**src/rtl/sram_pkg.sv**
```systemverilog
// Shared definitions for the SRAM controller slice.
// Holds the default bus widths used by the controller and its clients, the
// pattern select codes understood by sram_pattern_gen, and the BIST FSM
// state encodings.
package sram_pkg;

  localparam int unsigned SRAM_ADDR_W = 18;
  localparam int unsigned SRAM_DATA_W = 16;

  // Test pattern codes (pattern_sel)
  localparam logic [1:0] PAT_ADDR = 2'd0;
  localparam logic [1:0] PAT_INV  = 2'd1;
  localparam logic [1:0] PAT_CHK  = 2'd2;
  localparam logic [1:0] PAT_ONES = 2'd3;

  // BIST FSM states
  localparam logic [2:0] StIdle   = 3'd0;
  localparam logic [2:0] StWrReq  = 3'd1;
  localparam logic [2:0] StWrWait = 3'd2;
  localparam logic [2:0] StRdReq  = 3'd3;
  localparam logic [2:0] StRdWait = 3'd4;
  localparam logic [2:0] StDone   = 3'd5;

endpackage

```
**src/rtl/sram_pattern_gen.sv**
```systemverilog
// Expected-data generator for the SRAM BIST.
// The pattern code is captured when load is high and held for the whole test,
// so the same expected(addr) drives both the write data and the read compare.
// Ports:
//   clk, reset : clock, synchronous active-high reset
//   load       : capture sel into the pattern register
//   sel        : pattern code (PAT_ADDR, PAT_INV, PAT_CHK, PAT_ONES)
//   addr       : address to generate data for
//   expected   : combinational expected data for addr
module sram_pattern_gen
  import sram_pkg::*;
#(
  parameter int unsigned ADDR_W = SRAM_ADDR_W,
  parameter int unsigned DATA_W = SRAM_DATA_W
) (
  input  logic              clk,
  input  logic              reset,
  input  logic              load,
  input  logic [1:0]        sel,
  input  logic [ADDR_W-1:0] addr,
  output logic [DATA_W-1:0] expected
);

  localparam int unsigned WideW = (ADDR_W > DATA_W) ? ADDR_W : DATA_W;

  logic [1:0]        pat_q;
  logic [WideW-1:0]  addr_wide;
  logic [DATA_W-1:0] addr_data;
  logic [DATA_W-1:0] chk_hi;   // 0xAAAA.. replicated to DATA_W

  always_ff @(posedge clk) begin
    if (reset) begin
      pat_q <= PAT_ADDR;
    end else if (load) begin
      pat_q <= sel;
    end
  end

  // Widen first so the address is zero-extended or truncated to DATA_W.
  assign addr_wide = WideW'(addr);
  assign addr_data = addr_wide[DATA_W-1:0];

  always_comb begin
    chk_hi = '0;
    for (int i = 0; i < DATA_W; i++) begin
      chk_hi[i] = (i % 2) == 1;
    end
  end

  always_comb begin
    expected = addr_data;
    case (pat_q)
      PAT_ADDR: expected = addr_data;
      PAT_INV:  expected = ~addr_data;
      PAT_CHK:  expected = addr[0] ? chk_hi : ~chk_hi;
      PAT_ONES: expected = '1;
      default:  expected = addr_data;
    endcase
  end

endmodule

```
**src/rtl/sram_bist_client.sv**
```systemverilog
// SRAM BIST client: drives the user side of the SRAM controller with a
// write pass over 0..ADDR_LAST followed by a read-and-compare pass, then
// reports pass/fail, a saturating mismatch count and the first failing address.
// Ports:
//   clk, reset       : clock, synchronous active-high reset
//   start            : pulse; starts a test from idle or done
//   pattern_sel      : data pattern, latched at start
//   ready            : controller idle/accepting
//   data_s2f_r       : registered read data from the controller
//   mem, rw, addr    : request valid, 1=read/0=write, request address
//   data_f2s         : write data
//   busy, done, pass : status; pass is meaningful only with done
//   err_count        : mismatch count (saturating)
//   first_err_addr   : address of the first mismatch
//   timeout_err      : controller stopped responding
module sram_bist_client
  import sram_pkg::*;
#(
  parameter int unsigned ADDR_W    = SRAM_ADDR_W,
  parameter int unsigned DATA_W    = SRAM_DATA_W,
  parameter int unsigned ADDR_LAST = 255,
  parameter int unsigned TIMEOUT   = 15
) (
  input  logic              clk,
  input  logic              reset,
  input  logic              start,
  input  logic [1:0]        pattern_sel,
  input  logic              ready,
  input  logic [DATA_W-1:0] data_s2f_r,
  output logic              mem,
  output logic              rw,
  output logic [ADDR_W-1:0] addr,
  output logic [DATA_W-1:0] data_f2s,
  output logic              busy,
  output logic              done,
  output logic              pass,
  output logic [15:0]       err_count,
  output logic [ADDR_W-1:0] first_err_addr,
  output logic              timeout_err
);

  localparam int unsigned CntW = (TIMEOUT > 1) ? $clog2(TIMEOUT + 1) : 1;

  logic [2:0]        state_q, state_d;
  logic [ADDR_W-1:0] addr_q, addr_d;
  logic [15:0]       err_q, err_d;
  logic [ADDR_W-1:0] ferr_q, ferr_d;
  logic              tmo_q, tmo_d;
  logic [CntW-1:0]   wcnt_q, wcnt_d;
  logic [DATA_W-1:0] expected;
  logic              idle_like;
  logic              at_last;
  logic              timed_out;
  logic              in_test;

  assign idle_like = (state_q == StIdle) || (state_q == StDone);
  assign in_test   = !idle_like;
  assign at_last   = addr_q == ADDR_W'(ADDR_LAST);
  assign timed_out = wcnt_q == CntW'(TIMEOUT - 1);

  sram_pattern_gen #(
    .ADDR_W (ADDR_W),
    .DATA_W (DATA_W)
  ) u_pattern_gen (
    .clk      (clk),
    .reset    (reset),
    .load     (start && idle_like),
    .sel      (pattern_sel),
    .addr     (addr_q),
    .expected (expected)
  );

  always_comb begin
    state_d = state_q;
    addr_d  = addr_q;
    err_d   = err_q;
    ferr_d  = ferr_q;
    tmo_d   = tmo_q;

    case (state_q)
      StIdle, StDone: begin
        if (start) begin
          state_d = StWrReq;
          addr_d  = '0;
          err_d   = '0;
          ferr_d  = '0;
          tmo_d   = 1'b0;
        end
      end
      StWrReq: begin
        if (ready) begin
          state_d = StWrWait;
        end else if (timed_out) begin
          tmo_d   = 1'b1;
          state_d = StDone;
        end
      end
      StWrWait: begin
        if (ready) begin
          if (at_last) begin
            addr_d  = '0;
            state_d = StRdReq;
          end else begin
            addr_d  = addr_q + ADDR_W'(1);
            state_d = StWrReq;
          end
        end else if (timed_out) begin
          tmo_d   = 1'b1;
          state_d = StDone;
        end
      end
      StRdReq: begin
        if (ready) begin
          state_d = StRdWait;
        end else if (timed_out) begin
          tmo_d   = 1'b1;
          state_d = StDone;
        end
      end
      StRdWait: begin
        if (ready) begin
          if (data_s2f_r != expected) begin
            if (err_q != 16'hFFFF) begin
              err_d = err_q + 16'd1;
            end
            // err_q saturates rather than wraps, so zero means no earlier miss.
            if (err_q == 16'd0) begin
              ferr_d = addr_q;
            end
          end
          if (at_last) begin
            state_d = StDone;
          end else begin
            addr_d  = addr_q + ADDR_W'(1);
            state_d = StRdReq;
          end
        end else if (timed_out) begin
          tmo_d   = 1'b1;
          state_d = StDone;
        end
      end
      default: state_d = StIdle;
    endcase

    // Wait counter restarts on every state entry; REQ and WAIT always
    // alternate, so a state change is the only way to enter one of them.
    if (state_d != state_q || !in_test) begin
      wcnt_d = '0;
    end else begin
      wcnt_d = wcnt_q + CntW'(1);
    end
  end

  always_ff @(posedge clk) begin
    if (reset) begin
      state_q <= StIdle;
      addr_q  <= '0;
      err_q   <= '0;
      ferr_q  <= '0;
      tmo_q   <= 1'b0;
      wcnt_q  <= '0;
    end else begin
      state_q <= state_d;
      addr_q  <= addr_d;
      err_q   <= err_d;
      ferr_q  <= ferr_d;
      tmo_q   <= tmo_d;
      wcnt_q  <= wcnt_d;
    end
  end

  assign mem            = (state_q == StWrReq) || (state_q == StRdReq);
  assign rw             = !((state_q == StWrReq) || (state_q == StWrWait));
  assign addr           = addr_q;
  assign data_f2s       = expected;
  assign busy           = in_test;
  assign done           = state_q == StDone;
  assign pass           = done && (err_q == 16'd0) && !tmo_q;
  assign err_count      = err_q;
  assign first_err_addr = ferr_q;
  assign timeout_err    = tmo_q;

endmodule

```
**config.mk**
```make
export PLATFORM = sky130hd
export DESIGN_NAME = sram_bist_client
export DESIGN_NICKNAME = d
export VERILOG_FILES = /design/src/rtl/sram_pkg.sv /design/src/rtl/sram_pattern_gen.sv /design/src/rtl/sram_bist_client.sv
export SDC_FILE = /design/constraint.sdc
export NUM_CORES = 1
export LEC_CHECK = 0
export BUFFER_PORTS_ARGS = -buffer_cell sky130_fd_sc_hd__buf_2
export CELL_PAD_IN_SITES_DETAIL_PLACEMENT = 2
export CELL_PAD_IN_SITES_GLOBAL_PLACEMENT = 2
export CORE_ASPECT_RATIO = 0.75
export CORE_MARGIN = 5
export CORE_UTILIZATION = 27
export CTS_CLUSTER_SIZE = 20
export DETAILED_ROUTE_END_ITERATION = 8
export PLACE_DENSITY_LB_ADDON = 0.1
export SYNTH_ARGS = -nofsm -noshare
export SYNTH_HDL_FRONTEND = slang
export SYNTH_SLANG_ARGS = --single-unit
export TNS_END_PERCENT = 5
```
**constraint.sdc**
```tcl
create_clock -name clk -period 2.4 [get_ports clk]
set_input_delay 0.12 -clock clk [delete_from_list [all_inputs] [get_ports clk]]
set_output_delay 0.12 -clock clk [all_outputs]
set_load 0.05 [all_outputs]
```
==> summary.txt, run 1 <==
Run status
  – Outcome: complete, but fails checks
  – Violated checks: setup timing

Power and ir drop
  – Pwr/cell area: 542 mW/mm2
  – Comb pwr share: 26.2%
  – Clock power share: 41.3%
  – Sw power: 1.09 mW
  – Tot Pwr: 3.27 mW
  – Pint: 2.18 mW
  – Max VDD drop: 0.381 mV
  – Reg power frac: 32.5%
  – Switching Share: 33.4%
  – Leak: 2.61 nW

STA
  – Final worst slack: -0.540 ns
  – Final hold vios: 0
  – Worst-margin pin slew: 0.609 ns
  – Tcrit/Tclk final: 123%
  – RSZ-0062 raised after global routing: true
  – # setup viols final: 41
  – Max Freq: 340 MHz
  – Slew headroom: 59.4%
  – Final Critical Period: 2.94 ns
  – Setup Skew: 0.0102 ns
  – Slew Viols, Final: 0

Final layout
  – Register area: 0.00127 mm2
  – End-of-flow core utilization: 43.5%
  – Fillers: 1558
  – Finished Cell Area: 0.00604 mm2
  – Multi-input logic area: 0.00265 mm2
  – Share of post-route cells with drive strength above 1: 41.6%
  – Area grow syn2layout: 56.1%
  – Final net count: 711
  – Diodes inserted: 0

Drt
  – Avg Vias per Cell: 5.74
  – Mean routed wirelength per cell: 26.8 um
  – # DRC: 0
  – Drt pass-1 iters: 8
  – Drt total wl: 23.1 mm
  – Vias: 4952
  – Antenna Nets Post-Route: 0
  – Drt initial violations: 317

Die
  – Core Area: 0.0139 mm2
  – Die width: 148 um
  – Boundary Pins: 96
  – Die height: 114 um
  – DIE AREA: 0.0168 mm2
  – Initial Util: 27.9%
  – Row cnt: 37

Global route
  – Global-route wire length before repair: 32.5 mm
  – Initial antenna violation count: 0
  – GRT overflow: 0
  – Largest net degree at the start of global routing: 28
  – Met2 usage: 41.1%
  – Vias in the first global route: 5361
  – GR Util All Layers: 24.8%
  – Met3 GRT Util: 6.12%
  – Grt met1 use: 32.4%
  – GR peak layer: met2

Setup path
  – Data arrival time of the critical path: 3.21 ns
  – Worst-path maximum fanout: 22
  – Worst setup SP type: flip-flop
  – WS Path Type: reg -> reg
  – CP required: 2.67 ns
  – Setup crit end kind: flip-flop
  – Cells on worst reg2reg path: 13

Synthesis
  – Ys flop type: dfxtp_1
  – Syn Nets: 527
  – Mapped Avg Cell Area: 7.74 um2
  – Number of synthesized register bits: 62
  – Synth top area share: 32.1%
  – Synth cell types: 65
  – FFs w/ async S/R, synth: 0%
  – Synth area leaders: dfxtp_1, a21oi_1, nand4_1
  – Yosys synthesis warning count: 0
  – Mapped cell area: 0.00387 mm2
  – Cell type with the largest total area after synthesis: dfxtp_1
  – Number of enable flip-flop cells after synthesis: 0
  – Syn Inst Count: 500
  – Seq/Total Area, Yosys: 32.1%

CTS
  – TritonCTS clock tree: yes
  – Clock Pin Slew Worst Setup and Hold Paths: 0.06 ns
  – # H-tree levels: 3
  – Clk buf depth: 2
  – Num CTS Buffers: 9
  – Clk root buf: clkbuf_16
  – Sink Count: 62
  – Insertion delay to the later sink of the worst-skew pair: 0.34 ns

Min path
  – Worst hold stages: 3
  – Min-delay worst type: in -> reg

Job
  – Max-cap viol count: 0

Place
  – Placed Area: 0.00533 mm2
  – Dpl hpwl: 14.4 mm
  – Placer Congestion: 0.880
  – Port Buffer Count: 95
[synth_stat cells (3+ instances only)]
| cell type | instances |
|---|---|
| dfxtp_1 | 62 |
| a31oi_1 | 3 |
| a21boi_0 | 4 |
| inv_1 | 34 |
| nand3_1 | 17 |
| buf_6 | 4 |
| or3_1 | 10 |
| o22ai_1 | 3 |
| nand4_1 | 33 |
| clkbuf_1 | 20 |
| a21oi_1 | 47 |
| o31ai_1 | 4 |
| xor2_1 | 12 |
| o21ai_1 | 3 |
| ha_1 | 5 |
| nand2b_1 | 4 |
| and4_1 | 5 |
| o21ai_0 | 37 |
| nor4_1 | 7 |
| nor2_1 | 41 |
| buf_2 | 6 |
| xnor2_1 | 23 |
| nand2_1 | 31 |
| or4_1 | 8 |
| and3_1 | 6 |
| a22oi_1 | 8 |
| o21a_1 | 5 |
| a22o_1 | 6 |
[layout by cell type, fill, tap and decap left out, types with 3 or more instances in the layout]
cell type and n:
buf_2 95, buf_4 94, dfxtp_1 48, a21oi_1 43
nor2_1 39, inv_1 34, nand4_1 33, nand2_1 30
o21ai_0 28, xnor2_1 18, nand3_1 17, clkbuf_16 12
or3_1 10, xor2_1 8, o21ai_1 8, a22oi_1 8
dfxtp_2 8, or4_4 7, a22o_1 6, and3_1 6
dfxtp_4 6, buf_12 6, nor4_1 5, and4_1 5
or4_1 5, buf_6 5, xor2_2 4, a21boi_4 4
o21ai_2 4, nand2b_1 4, o31ai_1 4, ha_1 4
xnor2_4 3, a31oi_1 3, o21a_1 3, o22ai_1 3
a21oi_2 3
[metal layers]
layer | share of wire (%) | vias to the layer above
met4 | 3.2 | 0
met5 | 0 | -
met1 | 44 | 2556
met3 | 5.0 | 47
li1 | - | 2203
met2 | 48 | 146
[path summary, 6_finish.rpt]
kind,start,endpoint,slack (ns)
setup / recovery,u_pattern_gen.pat_q[0],err_count[9],-0.54
hold reg to reg,wcnt_q[0],wcnt_q[0],0.47
setup reg to reg,u_pattern_gen.pat_q[0],err_count[9],-0.54
hold / removal,pattern_sel[0],u_pattern_gen.pat_q[0],0.10
[power groups by stage]
stage	logic (mW)	registers, mW	clock network, mW
detailed placement	0.742	1.08	0
floorplan	0.442	1.09	0
CTS	0.790	1.06	1.36
global placement	0.720	1.08	0
finish	0.859	1.06	1.35
global route	0.896	1.06	1.41
[metrics by stage]
step	std cells	setup WS (ns)	TNS (ns)	hold WS [ns]
3_5_place_dp	832	-0.512	-15.20	0.420
3_3_place_gp	832	-0.384	-10.70	0.412
5_1_grt	863	-0.541	-18.27	0.104
6_report	863	-0.540	-15.65	0.103
2_1_floorplan	500	-0.288	-9.16	0.268
4_1_cts	857	-0.369	-9.52	0.0516
[area by class of cell]
type,count,share of cell area [%]
clock buffer,10,3.96
clock inverter,5,0.932
inverter,36,2.32
multi-input combinational,371,43.9
sequential,62,21.1
tap,175,3.63
timing repair buffer,204,24.2
[critical path, cell delays in order (launching register included)]
cell,delay (ns)
dfxtp_4,0.38
buf_12,0.15
buf_12,0.15
buf_6,0.14
xnor2_4,0.17
a21boi_2,0.11
o2bb2ai_2,0.17
or4_4,0.54
buf_6,0.15
nor4_4,0.21
buf_6,0.18
buf_16,0.16
o21ai_0,0.14
a21oi_1,0.19
[state kept, by name, indices dropped and copies added, names as in the netlist]
signal / cells
addr: 18
u_pattern_gen.pat_q: 2
err_count: 16
wcnt_q: 4
state_q: 3
first_err_addr: 18
timeout_err: 1
[repair_timing]
| item | 4_1_cts | 5_1_grt |
|---|---|---|
| cloned | 3 | 3 |
| gates resized for setup | 32 | 21 |
| buffers inserted | 7 | 3 |
| pin swaps | 33 | 16 |
| hold buffers | 0 | 0 |
| endpoints found under the setup margin | 47 | 52 |
[cell families after synthesis]
| kind of cell | count (synthesis) | synth area share [%] |
|---|---|---|
| xor gates and xnor gates | 35 | 7.92 |
| and+or+nand+nor | 177 | 25.3 |
| AOI/OAI and AO/OA | 150 | 24.9 |
| adders and majority gates | 6 | 1.88 |
| buffers and inverters | 69 | 7.70 |
| muxes | 1 | 0.259 |
| DFF | 62 | 32.1 |
Power figures use the tool's default switching activity.
==> run 2, diff against run 1 <==
--- a/config.mk
+++ b/config.mk
@@ -8,9 +8,9 @@
 export BUFFER_PORTS_ARGS = -buffer_cell sky130_fd_sc_hd__buf_2
 export CELL_PAD_IN_SITES_DETAIL_PLACEMENT = 2
 export CELL_PAD_IN_SITES_GLOBAL_PLACEMENT = 2
-export CORE_ASPECT_RATIO = 0.75
 export CORE_MARGIN = 5
 export CORE_UTILIZATION = 27
+export CTS_BUF_LIST = sky130_fd_sc_hd__clkbuf_16
 export CTS_CLUSTER_SIZE = 20
 export DETAILED_ROUTE_END_ITERATION = 8
 export PLACE_DENSITY_LB_ADDON = 0.1
==> run 2 against run 1 <==
The run still ends with setup timing left. Die area shrank 0.15%. Sequential cell count is the same. Clock-buffer cell count shrank 1. Via count shrank 8.6%. Register-to-register slack gained 0.19 ns. Worst hold slack lost 0.0098 ns. Cell area shrank 5.3%. Clock power shrank 15%. Sequential power is essentially flat. First-iteration DRC count shrank 31%. Largest cell class unchanged.
==> summary.txt, run 2 (same netlist as run 1, synthesis figures left out) <==
CTS
  – CTS Hold Bufs: 0 (unchanged)
  – Clock Pin Slew Worst Setup and Hold Paths: 0.06 ns (about the same)
  – Sink Count: 62 (unchanged)
  – TritonCTS clock tree: yes
  – Insertion delay to the later sink of the worst-skew pair: 0.34 ns (about the same)
  – # H-tree levels: 3 (unchanged)
  – Clk buf depth: 2 (unchanged)
  – Num CTS Buffers: 9 (unchanged)
  – Clk root buf: clkbuf_16

Power and ir drop
  – Pwr/cell area: 520 mW/mm2 (-4.0%)
  – Leak: 2.47 nW (-5.5%)
  – Sw power: 0.982 mW (-10%)
  – Clock power share: 38.7% (-2.6 points)
  – Pint: 1.99 mW (-8.6%)
  – Max VDD drop: 0.317 mV (-17%)
  – Switching Share: 33.0% (-0.35 points)
  – Comb pwr share: 25.6% (-0.6 points)
  – Reg power frac: 35.7% (+3.2 points)

Place
  – Pre-CTS setup slack: -0.546 ns (-0.0341 ns)
  – Dpl hpwl: 13.6 mm (-5.5%)
  – Port Buffer Count: 95 (unchanged)
  – Placed Area: 0.00531 mm2 (-0.38%)
  – Placed Instances: 830 (-0.24%)
  – Placer Congestion: 0.866 (-1.6%)

Setup path
  – Worst-path maximum fanout: 13 (-41%)
  – Reg-to-reg slack, setup: -0.35 ns (+0.19 ns)
  – Worst setup SP type: flip-flop
  – CP required: 2.64 ns (-0.03 ns)
  – Data arrival time of the critical path: 2.99 ns (-0.22 ns)
  – Setup crit end kind: flip-flop
  – WS Path Type: reg -> reg

Min path
  – Min-delay worst type: in -> reg

STA
  – Setup TNS: -9.19 ns (+6.46 ns)
  – RSZ-0062 raised after global routing: true
  – Slew Viols, Final: 0 (unchanged)
  – Final hold vios: 0 (unchanged)
  – Tcrit/Tclk final: 115% (-8.0 points)
  – Setup Skew: 0.00827 ns (-0.00192 ns)
  – # setup viols final: 35 (-15%)
  – Worst-margin pin slew: 0.694 ns (+0.0842 ns)
  – Max Freq: 364 MHz (+7.0%)
  – Slew headroom: 53.8% (-5.6 points)
  – Final Critical Period: 2.75 ns (-0.192 ns)
  – Final worst slack: -0.348 ns (+0.192 ns)

Drt
  – Antenna Nets Post-Route: 0 (unchanged)
  – Avg Vias per Cell: 5.32 (-7.2%)
  – Mean routed wirelength per cell: 20.9 um (-22%)
  – Drt pass-1 iters: 4 (-4)
  – Vias: 4524 (-8.6%)
  – # DRC: 0 (unchanged)
  – Drt initial violations: 218 (-31%)
  – Drt total wl: 17.7 mm (-23%)

Die
  – DIE AREA: 0.0168 mm2 (-0.15%)
  – Row cnt: 43 (+16%)
  – Boundary Pins: 96 (unchanged)
  – Die width: 130 um (-12%)
  – Die height: 130 um (+14%)
  – Initial Util: 27.7% (-0.20 points)
  – Core Area: 0.0140 mm2 (+0.72%)

Final layout
  – Final net count: 693 (-2.5%)
  – Share of post-route cells with drive strength above 1: 37.8% (-3.8 points)
  – Most common cell after layout, fill and taps aside: buf_2
  – Area grow syn2layout: 47.8%
  – Most frequent cells in the layout: buf_2, buf_4, a21oi_1, dfxtp_1, nor2_1
  – Finished Cell Area: 0.00572 mm2 (-5.3%)
  – Cell Count, Final, Fillers Out: 850 (-1.5%)
  – Diodes inserted: 0 (unchanged)

Global route
  – Largest net degree at the start of global routing: 29 (+3.6%)
  – Vias in the first global route: 4943 (-7.8%)
  – GRT overflow: 0 (unchanged)
  – Global-route wire length before repair: 28.0 mm (-14%)
  – GR Util All Layers: 21.3% (-3.5 points)
  – Initial antenna violation count: 0 (unchanged)

Run status
  – Outcome: complete, but fails checks
  – Violated checks: setup timing

Job
  – Max-cap viol count: 0 (unchanged)
==> run 2: path summary, 6_finish.rpt <==
path / startpoint / cells past startpoint / endpoint
worst max-delay path: u_pattern_gen.pat_q[0] / 11 / err_count[11]
worst max register to register: u_pattern_gen.pat_q[0] / 11 / err_count[11]
worst min-delay path: pattern_sel[0] / 3 / u_pattern_gen.pat_q[0]
worst min register to register: wcnt_q[0] / 1 / wcnt_q[0]
==> run 2: area by class of cell <==
class | instances | area (um2)
Fill cell | 1627 | 8270
Multi-Input combinational cell | 371 | 2570
Timing Repair Buffer | 186 | 1260
Clock inverter | 6 | 25.0
Inverter | 36 | 136
Sequential cell | 62 | 1280
Tap cell | 180 | 225
Clock buffer | 9 | 225
==> run 2: worst max-delay path, stage by stage, from the launching register on <==
cell and delay (ns):
dfxtp_4 0.38, buf_12 0.16, or3b_4 0.41, o21a_4 0.13
o2bb2ai_1 0.12, or4_4 0.48, buf_6 0.15, nor4_4 0.22
buf_4 0.22, buf_12 0.14, nor4_1 0.05, o21a_1 0.17
==> run 2: stage by stage <==
stage / hold slack (ns) / power (mW) / util (%)
CTS: 0.0883 / 2.98 / 40.5
global placement: 0.442 / 1.80 / 38.0
global route: 0.0811 / 3.09 / 40.9
floorplan: 0.268 / 1.53 / -
finish: 0.0933 / 2.97 / 40.9
detailed placement: 0.446 / 1.82 / 38.0
==> run 2: metal layers <==
layer  global-route usage, %  vias to the layer above  routed length (um)
met3                    3.15                       16                 686
met4                    6.17                        0                 246
met2                    34.9                       88                8480
li1                        -                     2164                   -
met1                    29.2                     2256                8320
met5                       0                        -                   0
==> run 2: power by group through the flow <==
stage                     logic, mW  registers, mW  clock network (mW)
after floorplan               0.442           1.09                   0
after global placement        0.715           1.08                   0
after detailed placement      0.734           1.08                   0
after CTS                     0.755           1.06                1.17
after global routing          0.812           1.06                1.22
final                         0.763           1.06                1.15
==> run 2: repair_timing <==
action | in CTS | in global routing
hold endpoints to repair | 0 | 0
pin swaps | 28 | 8
cloned | 3 | 0
setup buffers | 3 | 0
gates resized for setup | 16 | 18
endpoints found under the setup margin | 43 | 51
